===== src/rtl/network_sequencer.sv =====
// network_sequencer: steps NUM_LAYERS layer engines through IMAGE_NUM images with start/fin handshakes
module network_sequencer #(
  parameter int NUM_LAYERS = 3,
  parameter int IMAGE_NUM  = 6,
  parameter int IMG_W      = 4,
  parameter int LYR_W      = 2
) (
  input  logic                  clk,
  input  logic                  rst_n,
  input  logic                  start_i,
  input  logic                  abort_i,
  input  logic                  loop_en_i,
  input  logic [NUM_LAYERS-1:0] layer_fin_i,
  output logic [NUM_LAYERS-1:0] layer_en_o,
  output logic [NUM_LAYERS-1:0] layer_start_o,
  output logic [LYR_W-1:0]      layer_idx_o,
  output logic [IMG_W-1:0]      image_idx_o,
  output logic                  busy_o,
  output logic                  done_o,
  output logic                  err_o
);
  typedef enum logic [1:0] {IDLE, RUN, DONE} state_t;
  localparam logic [LYR_W-1:0] LAST_L = LYR_W'(NUM_LAYERS - 1);
  localparam logic [IMG_W-1:0] LAST_I = IMG_W'(IMAGE_NUM - 1);
  state_t                state_q, state_d;
  logic [LYR_W-1:0]      layer_q, layer_d;
  logic [IMG_W-1:0]      image_q, image_d;
  logic [NUM_LAYERS-1:0] en_q, en_d, ls_q, ls_d, act;
  logic                  busy_q, done_q, done_d, err_q, err_d, kick;
  assign act = NUM_LAYERS'(1) << layer_q;
  // next state: abort overrides everything; each fin of the active layer advances layer, then image
  always_comb begin
    state_d = state_q;
    layer_d = layer_q;
    image_d = image_q;
    err_d   = err_q;
    done_d  = 1'b0;
    kick    = 1'b0;
    if (abort_i) begin
      state_d = IDLE;
      layer_d = '0;
      image_d = '0;
    end else if (state_q == IDLE) begin
      if (start_i) begin
        state_d = RUN;
        layer_d = '0;
        image_d = '0;
        err_d   = 1'b0;
        kick    = 1'b1;
      end
    end else if (state_q == RUN) begin
      err_d = err_q | (|(layer_fin_i & ~act));
      if (|(layer_fin_i & act)) begin
        if (layer_q != LAST_L) begin
          layer_d = layer_q + 1'b1;
          kick    = 1'b1;
        end else if (image_q != LAST_I || loop_en_i) begin
          layer_d = '0;
          image_d = (image_q != LAST_I) ? image_q + 1'b1 : '0;
          kick    = 1'b1;
        end else begin
          state_d = DONE;
          done_d  = 1'b1;
        end
      end
    end else begin
      state_d = IDLE;
    end
    en_d = (state_d == RUN) ? NUM_LAYERS'(1) << layer_d : '0;
    ls_d = kick ? en_d : '0;
  end
  // all outputs come straight from registers
  always_ff @(posedge clk or negedge rst_n) begin
    if (!rst_n) begin
      state_q <= IDLE;
      layer_q <= '0;
      image_q <= '0;
      en_q    <= '0;
      ls_q    <= '0;
      busy_q  <= 1'b0;
      done_q  <= 1'b0;
      err_q   <= 1'b0;
    end else begin
      state_q <= state_d;
      layer_q <= layer_d;
      image_q <= image_d;
      en_q    <= en_d;
      ls_q    <= ls_d;
      busy_q  <= state_d == RUN;
      done_q  <= done_d;
      err_q   <= err_d;
    end
  end
  assign layer_en_o    = en_q;
  assign layer_start_o = ls_q;
  assign layer_idx_o   = layer_q;
  assign image_idx_o   = image_q;
  assign busy_o        = busy_q;
  assign done_o        = done_q;
  assign err_o         = err_q;
endmodule

===== config.mk =====
export PLATFORM = sky130hd
export DESIGN_NAME = network_sequencer
export DESIGN_NICKNAME = d
export VERILOG_FILES = /design/src/rtl/network_sequencer.sv
export SDC_FILE = /design/constraint.sdc
export NUM_CORES = 1
export LEC_CHECK = 0
export ABC_AREA = 0
export BUFFER_PORTS_ARGS = -buffer_cell sky130_fd_sc_hd__buf_2
export CORE_MARGIN = 4
export CORE_UTILIZATION = 45
export CTS_CLUSTER_DIAMETER = 50
export CTS_CLUSTER_SIZE = 40
export DETAILED_ROUTE_END_ITERATION = 6
export GPL_TIMING_DRIVEN = 0
export PLACE_DENSITY_LB_ADDON = 0.1
export SKIP_LAST_GASP = 1
export SLEW_MARGIN = 25
export SYNTH_ARGS = -nofsm -noshare
export SYNTH_HDL_FRONTEND = slang
export SYNTH_SLANG_ARGS = --single-unit
export TNS_END_PERCENT = 5

===== constraint.sdc =====
create_clock -name clk -period 1.6 [get_ports clk]
set_input_delay 0.32 -clock clk [delete_from_list [all_inputs] [get_ports clk]]
set_output_delay 0.32 -clock clk [all_outputs]
set_load 0.02 [all_outputs]

## Word-level counts from Yosys, hierarchy flattened

Index checks and enable logic that the tools add are counted.

- $add $sub $neg: 2
- Equality and inequality tests: 7
- Shift-type cells: 2
- Multiplexer cells: 40
- Bitwise operators: 5
- Reduce and logical (&&, ||, !) cells: 10

Operator list:

| kind | count |
|---|---|
| $mux W4 | 8 |
| $mux W2 | 14 |
| $mux W1 | 16 |
| $reduce_bool A3 Y1 | 3 |
| $and A3 B3 Y3 | 2 |
| $mux W3 | 2 |
| $ne A3 B3 Y1 const B | 2 |
| $reduce_or A3 Y1 | 2 |
| $shl A1 B2 Y3 const A | 2 |
| $reduce_and A5 Y1 | 1 |
| $add A4 B1 Y4 const B | 1 |
| $eq A2 B1 Y1 const B | 2 |
| $ne A2 B2 Y1 const B | 2 |
| $ne A4 B3 Y1 const B | 1 |
| $not A3 Y3 | 1 |
| $reduce_and A3 Y1 | 1 |
| $add A2 B1 Y2 const B | 1 |
| $logic_not A2 Y1 | 1 |
| $reduce_bool A2 Y1 | 1 |
| $logic_or A1 B1 Y1 | 1 |
| $not A1 Y1 | 1 |
| $or A1 B1 Y1 | 1 |

- Register bits: 17
- Output and inout bits: 15
- Logic and storage cells: 74

## Depth between registers and ports, before layout

Gate-level depths: netlist of the first run.

- Word-level depth: 11
- Mapped depth: 7
- Depth with buffers taken out: 7

## Worst setup path after synthesis of the first run

No wires, ideal clock.

- Path type: flip-flop to flip-flop
- Start point: register layer_q[1], in the netlist layer_idx_o[1]
- End point: register en_q[2], in the netlist layer_en_o[2]
- Setup time: 0.072 ns
- Arrival: 1.713 ns
- Required time: 1.528 ns
- Path slack: -0.186 ns
- Stages on the path, launching flop included: 6
- Path through: dfrtp_1 inv_1 a2111oi_4 o21ai_2 or4_1 nor2_1

- Word-level cells in the longest chain between the ends: 9
- Elaborated cells on any way between the ends: 20
- Classes of those cells: 1 x add/sub; 2 x eq/ne; 2 x shift; 13 x mux; 1 x bitwise; 1 x reduce/logical

Ends and longest elaborated chain:

| what | line | source |
|---|---|---|
| from (decl) | 26 | `logic [LYR_W-1:0] layer_q, layer_d;` |
| from (signal assigned) | 85 | `layer_q <= layer_d;` |
| $shl A1 B2 Y3 | 30 | `assign act = NUM_LAYERS'(1) << layer_q;` |
| $and A3 B3 Y3 | 53 | `if (\|(layer_fin_i & act)) begin` |
| $reduce_or A3 Y1 | 53 |  |
| $mux W2 | 53 |  |
| $mux W2 | 51 | `end else if (state_q == RUN) begin` |
| $mux W2 | 43 | `end else if (state_q == IDLE) begin` |
| $mux W2 | 39 | `if (abort_i) begin` |
| $eq A2 B1 Y1 / $shl A1 B2 Y3 (equally long branches) | 69 | `en_d = (state_d == RUN) ? NUM_LAYERS'(1) << layer_d : '0;` |
| $mux W3 (*) | 69 |  |
| via en_d[2] | 28 | `logic [NUM_LAYERS-1:0] en_q, en_d, ls_q, ls_d, act;` |
| to (signal assigned) | 87 | `en_q <= en_d;` |
| to (decl) | 28 |  |

The timed path passes the listed nets; every way through them passes the cells marked *.
A chain may end at the register's enable or synchronous reset.

## Final worst setup path of the first run

- Start point: register state_q[1]
- End point: register en_q[2], in the netlist layer_en_o[2]

- Word-level cells in the longest chain between the ends: 8
- Elaborated cells on any way between the ends: 15
- Classes of those cells: 2 x eq/ne; 1 x shift; 11 x mux; 1 x reduce/logical

Ends and longest elaborated chain:

| what | line | source |
|---|---|---|
| from (decl) | 25 | `state_t state_q, state_d;` |
| from (signal assigned) | 84 | `state_q <= state_d;` |
| $mux W2 | 57 | `end else if (image_q != LAST_I \|\| loop_en_i) begin` |
| $mux W2 | 54 | `if (layer_q != LAST_L) begin` |
| $mux W2 | 53 |  |
| $mux W2 | 51 |  |
| $mux W2 | 43 |  |
| $mux W2 | 39 |  |
| $eq A2 B1 Y1 | 69 |  |
| $mux W3 (*) | 69 |  |
| via en_d[2] | 28 |  |

Marked as above.

==> out/results.ini, run 1 <==
[setup_path]
reg2regPathDepth = 5
cp-start-kind = register
cp.required_ns = 1.81
worstSetupPathType = reg -> reg
end_kind = register
cp_max_fo = 4
cp.arrival_ns = 1.87

[synth]
synth-seq-cells = 17
synth_flop_cell = dfrtp_1
syn_area_sq_um = 876
synth_cell_types = 34
synth_top_area_share_pct = 48.6
yosys.area.top_type = dfrtp_1
postSynthCellCount = 90
yosysWarnings = 0
yosysSeqAreaShare_pct = 48.6
synthTopCellsByArea = dfrtp_1, nor2_1, nand2_1, a2111oi_4, ha_1
synthesis.nets = 100
synth_edf_count = 0
syn_area_per_cell_sq_um = 9.73
async_flop_share_pct = 100

[power]
ir_worst_vdd_v = 0.000422
comb_power_share_pct = 18.1
p_leak_uw = 0.000524
p_per_area_mw_per_mm2 = 725
netSwitchingFraction_pct = 27.4
power_uw = 822
intPower_uw = 597
pwr-share-seq_pct = 54.8
clkPwrFrac_pct = 27.1
power_switching_uw = 226

[floorplan]
num_rows = 15
start_util_pct = 49.1
io_pins = 23
die-area_sq_mm = 0.00272
core-area_sq_mm = 0.00178
die_height_microns = 52.1
die_w_microns = 52.1

[placement]
place_congestion = 0.747
placed_area_sq_mm = 0.00106
dp.cells = 137
dp_hpwl_microns = 1430
portBuffers = 22

[routing]
antenna_left = 0
wl_met1_microns = 932
top_layer_used = met4
wl_met2_microns = 846
drt_iter0_drc = 9
vias = 760
drt-total-wl_microns = 1900
drc_errors = 0
wl_per_cell_microns = 13.1
drt_pass1_iterations = 4
wl_met3_microns = 110
via_per_inst = 5.24

[cells_and_area]
multi_input_area_sq_um = 477
fin_cells = 145
area_growth_pct = 29.6
drive_gt1_share_pct = 37.5
fillCellCount = 152
seq_area_sq_um = 430
final_nets = 131
final_area_sq_mm = 0.00113
insertedDiodeCount = 0

[status]
violations = setup timing
outcome = finished, violations left

[sta]
clock_skew_ns = 0.00585
min_period_over_period_pct = 103
setup_viol_count_final = 2
worstMarginPinSlew_ns = 0.468
hold_viol = 0
fmaxAchievable_mhz = 605
relSlewSlack_pct = 68.6
slew_violations = 0
rsz0062_at_grt = true
period_minus_slack_ns = 1.65
layout_setup_ws_ns = -0.0537

[clock_network]
clockBufferDepth = 2
cts-root-buf = clkbuf_4
clk_pin_slew_ns = 0.10
cts_buffers = 3
cts_max_level = 1
clkSinkCount = 17
clk_latency_ns = 0.28
cts_tree = done

[grt]
grt_overflow_total = 0
grt_pass1_vias = 709
grt_max_degree = 18
gr-usage-all-layers_pct = 15.4
grt_pass1_wl_microns = 3080
antenna_found_initial = 0

[hold_path]
worstHoldPathCells = 2
min_path_type = in -> reg

[run]
maxCapViolCount = 0

-- metal layers --
layer | GRT usage, % | vias up
met1 | 22.1 | 352
met2 | 23.0 | 20
met4 | 5.68 | 0
met3 | 2.58 | 2
li1 | - | 386
met5 | 0 | -
-- synth_stat cells, types with 2 or more instances --
library cell,number
dfrtp_1,17
nor2_1,12
nand2_1,10
o21ai_0,5
a21oi_1,4
inv_1,4
nor2b_1,3
nor3_1,3
ha_1,2
nand3_1,2
nand3b_1,2
nor3b_1,2
nor4_1,2
o31ai_1,2
-- worst max-delay path, cell delays in order, from the launching register on --
cell       delay [ns]
dfrtp_2          0.44
nand2b_4         0.15
a2111oi_4        0.35
o21ai_2          0.12
or4_4            0.43
nor2_1           0.09
-- path summary, 6_finish.rpt --
path,from,endpoint,slack [ns]
max,state_q[1]$_DFF_PN0_,layer_en_o[2]$_DFF_PN0_,-0.05
min,abort_i,done_o$_DFF_PN0_,0.33
max reg2reg,state_q[1]$_DFF_PN0_,layer_en_o[2]$_DFF_PN0_,-0.05
min reg2reg,err_o$_DFFE_PN0P_,err_o$_DFFE_PN0P_,0.47
max in group asynchronous,rst_n,layer_idx_o[1]$_DFF_PN0_,0.84
min in group asynchronous,rst_n,image_idx_o[3]$_DFFE_PN0P_,0.48
-- sequential cells by signal, summed over array words and instances (netlist names) --
name           count
busy_o             1
done_o             1
err_o              1
image_idx_o        4
layer_en_o         3
layer_idx_o        2
layer_start_o      3
state_q            2
-- layout make-up --
class / count / share of cell area [%]
Buffer: 2 / 1.10
Clock buffer: 4 / 2.32
Inverter: 4 / 1.32
Multi-Input combinational cell: 67 / 42.0
Sequential cell: 17 / 37.9
Tap cell: 25 / 2.76
Timing Repair Buffer: 26 / 12.6
-- power groups by stage --
stage | combinational [uW] | sequential [uW] | clock (uW)
2_1_floorplan | 68.0 | 479 | 0
3_3_place_gp | 136 | 460 | 0
3_5_place_dp | 140 | 460 | 0
4_1_cts | 148 | 451 | 224
5_1_grt | 166 | 453 | 244
6_report | 149 | 451 | 223
-- cell usage in the layout, fill, tap and decap left out, types with 2 or more instances in the layout --
cell	netlist	final
buf_2	1	22
nor2b_1	3	3
inv_2	0	2
buf_4	0	4
o31ai_1	2	2
nor3_1	3	3
o21ai_0	5	5
nand3_1	2	2
nor2_1	12	12
nor4_1	2	2
nand3b_1	2	2
dfrtp_2	0	4
inv_1	4	2
a21oi_1	4	3
dfrtp_1	17	13
clkbuf_4	0	3
nor3b_1	2	2
nand2_1	10	10
-- cells by family (layout without fill, tap and decap cells) --
group | Yosys count | in the layout | share of synthesized area (%)
buffers and inverters | 6 | 36 | 2.71
AOI/OAI and AO/OA | 19 | 19 | 16.3
adders and majority gates | 2 | 2 | 2.86
muxes | 2 | 2 | 2.43
and+or+nand+nor | 44 | 44 | 27.1
DFF | 17 | 17 | 48.6
-- through the flow --
stage | setup slack, ns | TNS, ns | hold WS [ns] | util, %
2_1_floorplan | -0.0192 | -0.0249 | 0.0244 | -
3_3_place_gp | -0.110 | -0.268 | 0.251 | 59.4
3_5_place_dp | -0.136 | -0.408 | 0.253 | 59.4
4_1_cts | -0.0532 | -0.180 | 0.328 | 63.3
5_1_grt | -0.127 | -0.606 | 0.350 | 63.6
6_report | -0.0537 | -0.105 | 0.329 | 63.6
-- repair_timing --
action | in CTS | in global routing
buffers inserted | 3 | 0
pin swaps | 2 | 0
hold endpoints to repair | 17 | 0
resized for setup | 4 | 1
endpoints found under the setup margin | 5 | 10
hold buffers | 1 | 0
(Power assumes the default switching activity.)
==> run 2, diff against run 1 <==
- PLACE_DENSITY: default -> 0.72
- PLACE_DENSITY_LB_ADDON: 0.1 -> default
==> run 2 against run 1 <==
  * The flow still finishes with violations (setup timing)
  * Sequential power barely moved
  * Clock power rose by 3%
  * Final cell count fell by 0.69%
  * Via count rose by 3.2%
  * Count of clock-buffer cells in the layout fell by 1
  * Non-clock buffer count fell by 1
  * Total power rose by 1.2%
  * Utilization fell by 0.14 points
  * Worst hold slack got worse by 0.0085 ns
  * Clock skew rose by 0.0034 ns
  * Largest cell class unchanged
  * Highest routed layer unchanged
==> out/results.ini, run 2 (synthesized netlist as in run 1, its figures left out) <==
[power]
p_per_area_mw_per_mm2 = 735  ; +1.4%
power_uw = 832  ; +1.2%
intPower_uw = 593  ; -0.52%
p_leak_uw = 0.000520  ; -0.73%
netSwitchingFraction_pct = 28.7  ; +1.2 points
ir_worst_vdd_v = 0.000577  ; +37%
power_switching_uw = 239  ; +5.7%
comb_power_share_pct = 18.2  ; about the same
pwr-share-seq_pct = 54.2  ; -0.6 points
clkPwrFrac_pct = 27.6  ; +0.5 points

[routing]
drc_errors = 0  ; unchanged
via_per_inst = 5.44  ; +3.9%
vias = 784  ; +3.2%
drt-total-wl_microns = 1950  ; +2.3%
wl_per_cell_microns = 13.5  ; +3.0%
drt_iter0_drc = 28  ; +19
drt_pass1_iterations = 4  ; unchanged
antenna_left = 0  ; unchanged

[sta]
hold_viol = 0  ; unchanged
slew_violations = 0  ; unchanged
worstMarginPinSlew_ns = 0.466  ; -0.00280 ns
clock_skew_ns = 0.00927  ; +0.00342 ns
period_minus_slack_ns = 1.67  ; +0.0189 ns
setup_viol_count_final = 2  ; unchanged
rsz0062_at_grt = true
fmaxAchievable_mhz = 598  ; -1.1%
min_period_over_period_pct = 105  ; +1.2 points
layout_setup_ws_ns = -0.0726  ; -0.0189 ns
relSlewSlack_pct = 68.8  ; +0.19 points

[clock_network]
cts_tree = done
cts_buffers = 3  ; unchanged
cts-root-buf = clkbuf_4
clockBufferDepth = 2  ; unchanged
clk_pin_slew_ns = 0.10  ; about the same
clkSinkCount = 17  ; unchanged
cts_max_level = 1  ; unchanged
clk_latency_ns = 0.29  ; about the same

[run]
maxCapViolCount = 0  ; unchanged

[placement]
dp_slack_ns = -0.107  ; +0.0288 ns
portBuffers = 22  ; unchanged
dp.cells = 137  ; unchanged
dp_hpwl_microns = 1430  ; -0.20%
place_congestion = 0.767  ; +2.7%
placed_area_sq_mm = 0.00106  ; unchanged

[setup_path]
cpPeakStageDelay_ns = 0.44  ; about the same
cp.arrival_ns = 1.91  ; +0.04 ns
cp_max_fo = 4  ; unchanged
path_buf_inv = 0  ; unchanged
path_cells = nand2b_4 > a2111oi_4 > o21ai_2 > or4_1 > nor2_1
slowest_stage = dfrtp_2
end_kind = register
cp.required_ns = 1.84  ; +0.03 ns
critPathTopFamily = simple AND/OR/NAND/NOR gates
cp-start-kind = register
worstSetupPathType = reg -> reg

[grt]
grt_max_degree = 18  ; unchanged
grt_overflow_total = 0  ; unchanged
grt_pass1_wl_microns = 3420  ; +11%
gr-usage-all-layers_pct = 17.2  ; +1.8 points
antenna_found_initial = 0  ; unchanged
grt_pass1_vias = 796  ; +12%

[cells_and_area]
final_area_sq_mm = 0.00113  ; -0.22%
layout_common_cells = buf_2, dfrtp_1, nor2_1
drive_gt1_share_pct = 37.0  ; -0.53 points
final_common_cell = buf_2
fin_cells = 144  ; -0.69%
area_growth_pct = 29.3
final_nets = 130  ; -0.76%
largest_reg_flops = 4  ; unchanged
insertedDiodeCount = 0  ; unchanged
utilization_pct = 63.5  ; -0.14 points
fillCellCount = 149  ; -2.0%

[hold_path]
min_path_type = in -> reg

[floorplan]
num_rows = 15  ; unchanged
start_util_pct = 49.1  ; unchanged
core-area_sq_mm = 0.00178  ; unchanged
die_w_microns = 52.1  ; unchanged
die-area_sq_mm = 0.00272  ; unchanged
die_height_microns = 52.1  ; unchanged
io_pins = 23  ; unchanged

[status]
outcome = finished, violations left
violations = setup timing

## run 2: power groups by stage
stage               sequential [uW]  combinational (uW)  clock (uW)
global route                    453                 169         253
finish                          451                 152         230
detailed placement              461                 139           0
global placement                460                 136           0
floorplan                       479                68.0           0
CTS                             451                 146         232
## run 2: final cells by class
cell class              instances  area (sq um)  share of cell area (%)
plain buffers                   2          12.5                    1.10
clock buffers                   3          22.5                    1.99
clock inverters                 1          5.00                   0.442
inverters                       4          15.0                    1.33
multi-input cells              67           480                    42.4
flip-flops and latches         17           430                    38.0
well taps                      25          31.3                    2.76
repair buffers                 25           135                    11.9
## run 2: path summary, 6_finish.rpt
kind	from	to	slack [ns]	cells past startpoint
max in group asynchronous	rst_n	layer_idx_o[1]$_DFF_PN0_	0.83	2
worst min register to register	err_o$_DFFE_PN0P_	err_o$_DFFE_PN0P_	0.49	2
worst min-delay path	abort_i	done_o$_DFF_PN0_	0.32	2
worst max-delay path	state_q[1]$_DFF_PN0_	layer_en_o[2]$_DFF_PN0_	-0.07	5
min in group asynchronous	rst_n	layer_idx_o[0]$_DFF_PN0_	0.47	2
worst max register to register	state_q[1]$_DFF_PN0_	layer_en_o[2]$_DFF_PN0_	-0.07	5
## run 2: what timing repair did
| action | in CTS | in global routing |
|---|---|---|
| hold buffers | 1 | 0 |
| pin swaps | 1 | 2 |
| gates resized for setup | 3 | 3 |
| buffers inserted | 2 | 0 |
| endpoints found under the setup margin | 5 | 11 |
| hold endpoints to repair | 17 | 0 |
## run 2: routing by layer
metal / share of wire (%) / vias up / routed length [microns] / global-route usage [%]
met5: 0 / - / 0 / 0
met4: 1.4 / 0 / 27 / 9.17
met3: 6.0 / 4 / 116 / 3.15
met2: 45 / 30 / 883 / 26.8
met1: 47 / 364 / 921 / 22.4
li1: - / 386 / - / -
## run 2: through the flow
step	hold slack [ns]	setup TNS (ns)
final	0.320	-0.131
after global routing	0.340	-0.919
after CTS	0.314	-0.124
after detailed placement	0.254	-0.313
after global placement	0.249	-0.265
after floorplan	0.0244	-0.0249
## run 2: worst reg2reg max path, stage by stage (launching register included)
cell       delay, ns
dfrtp_2         0.44
nand2b_4        0.16
a2111oi_4       0.36
o21ai_2         0.12
or4_1           0.44
nor2_1          0.11
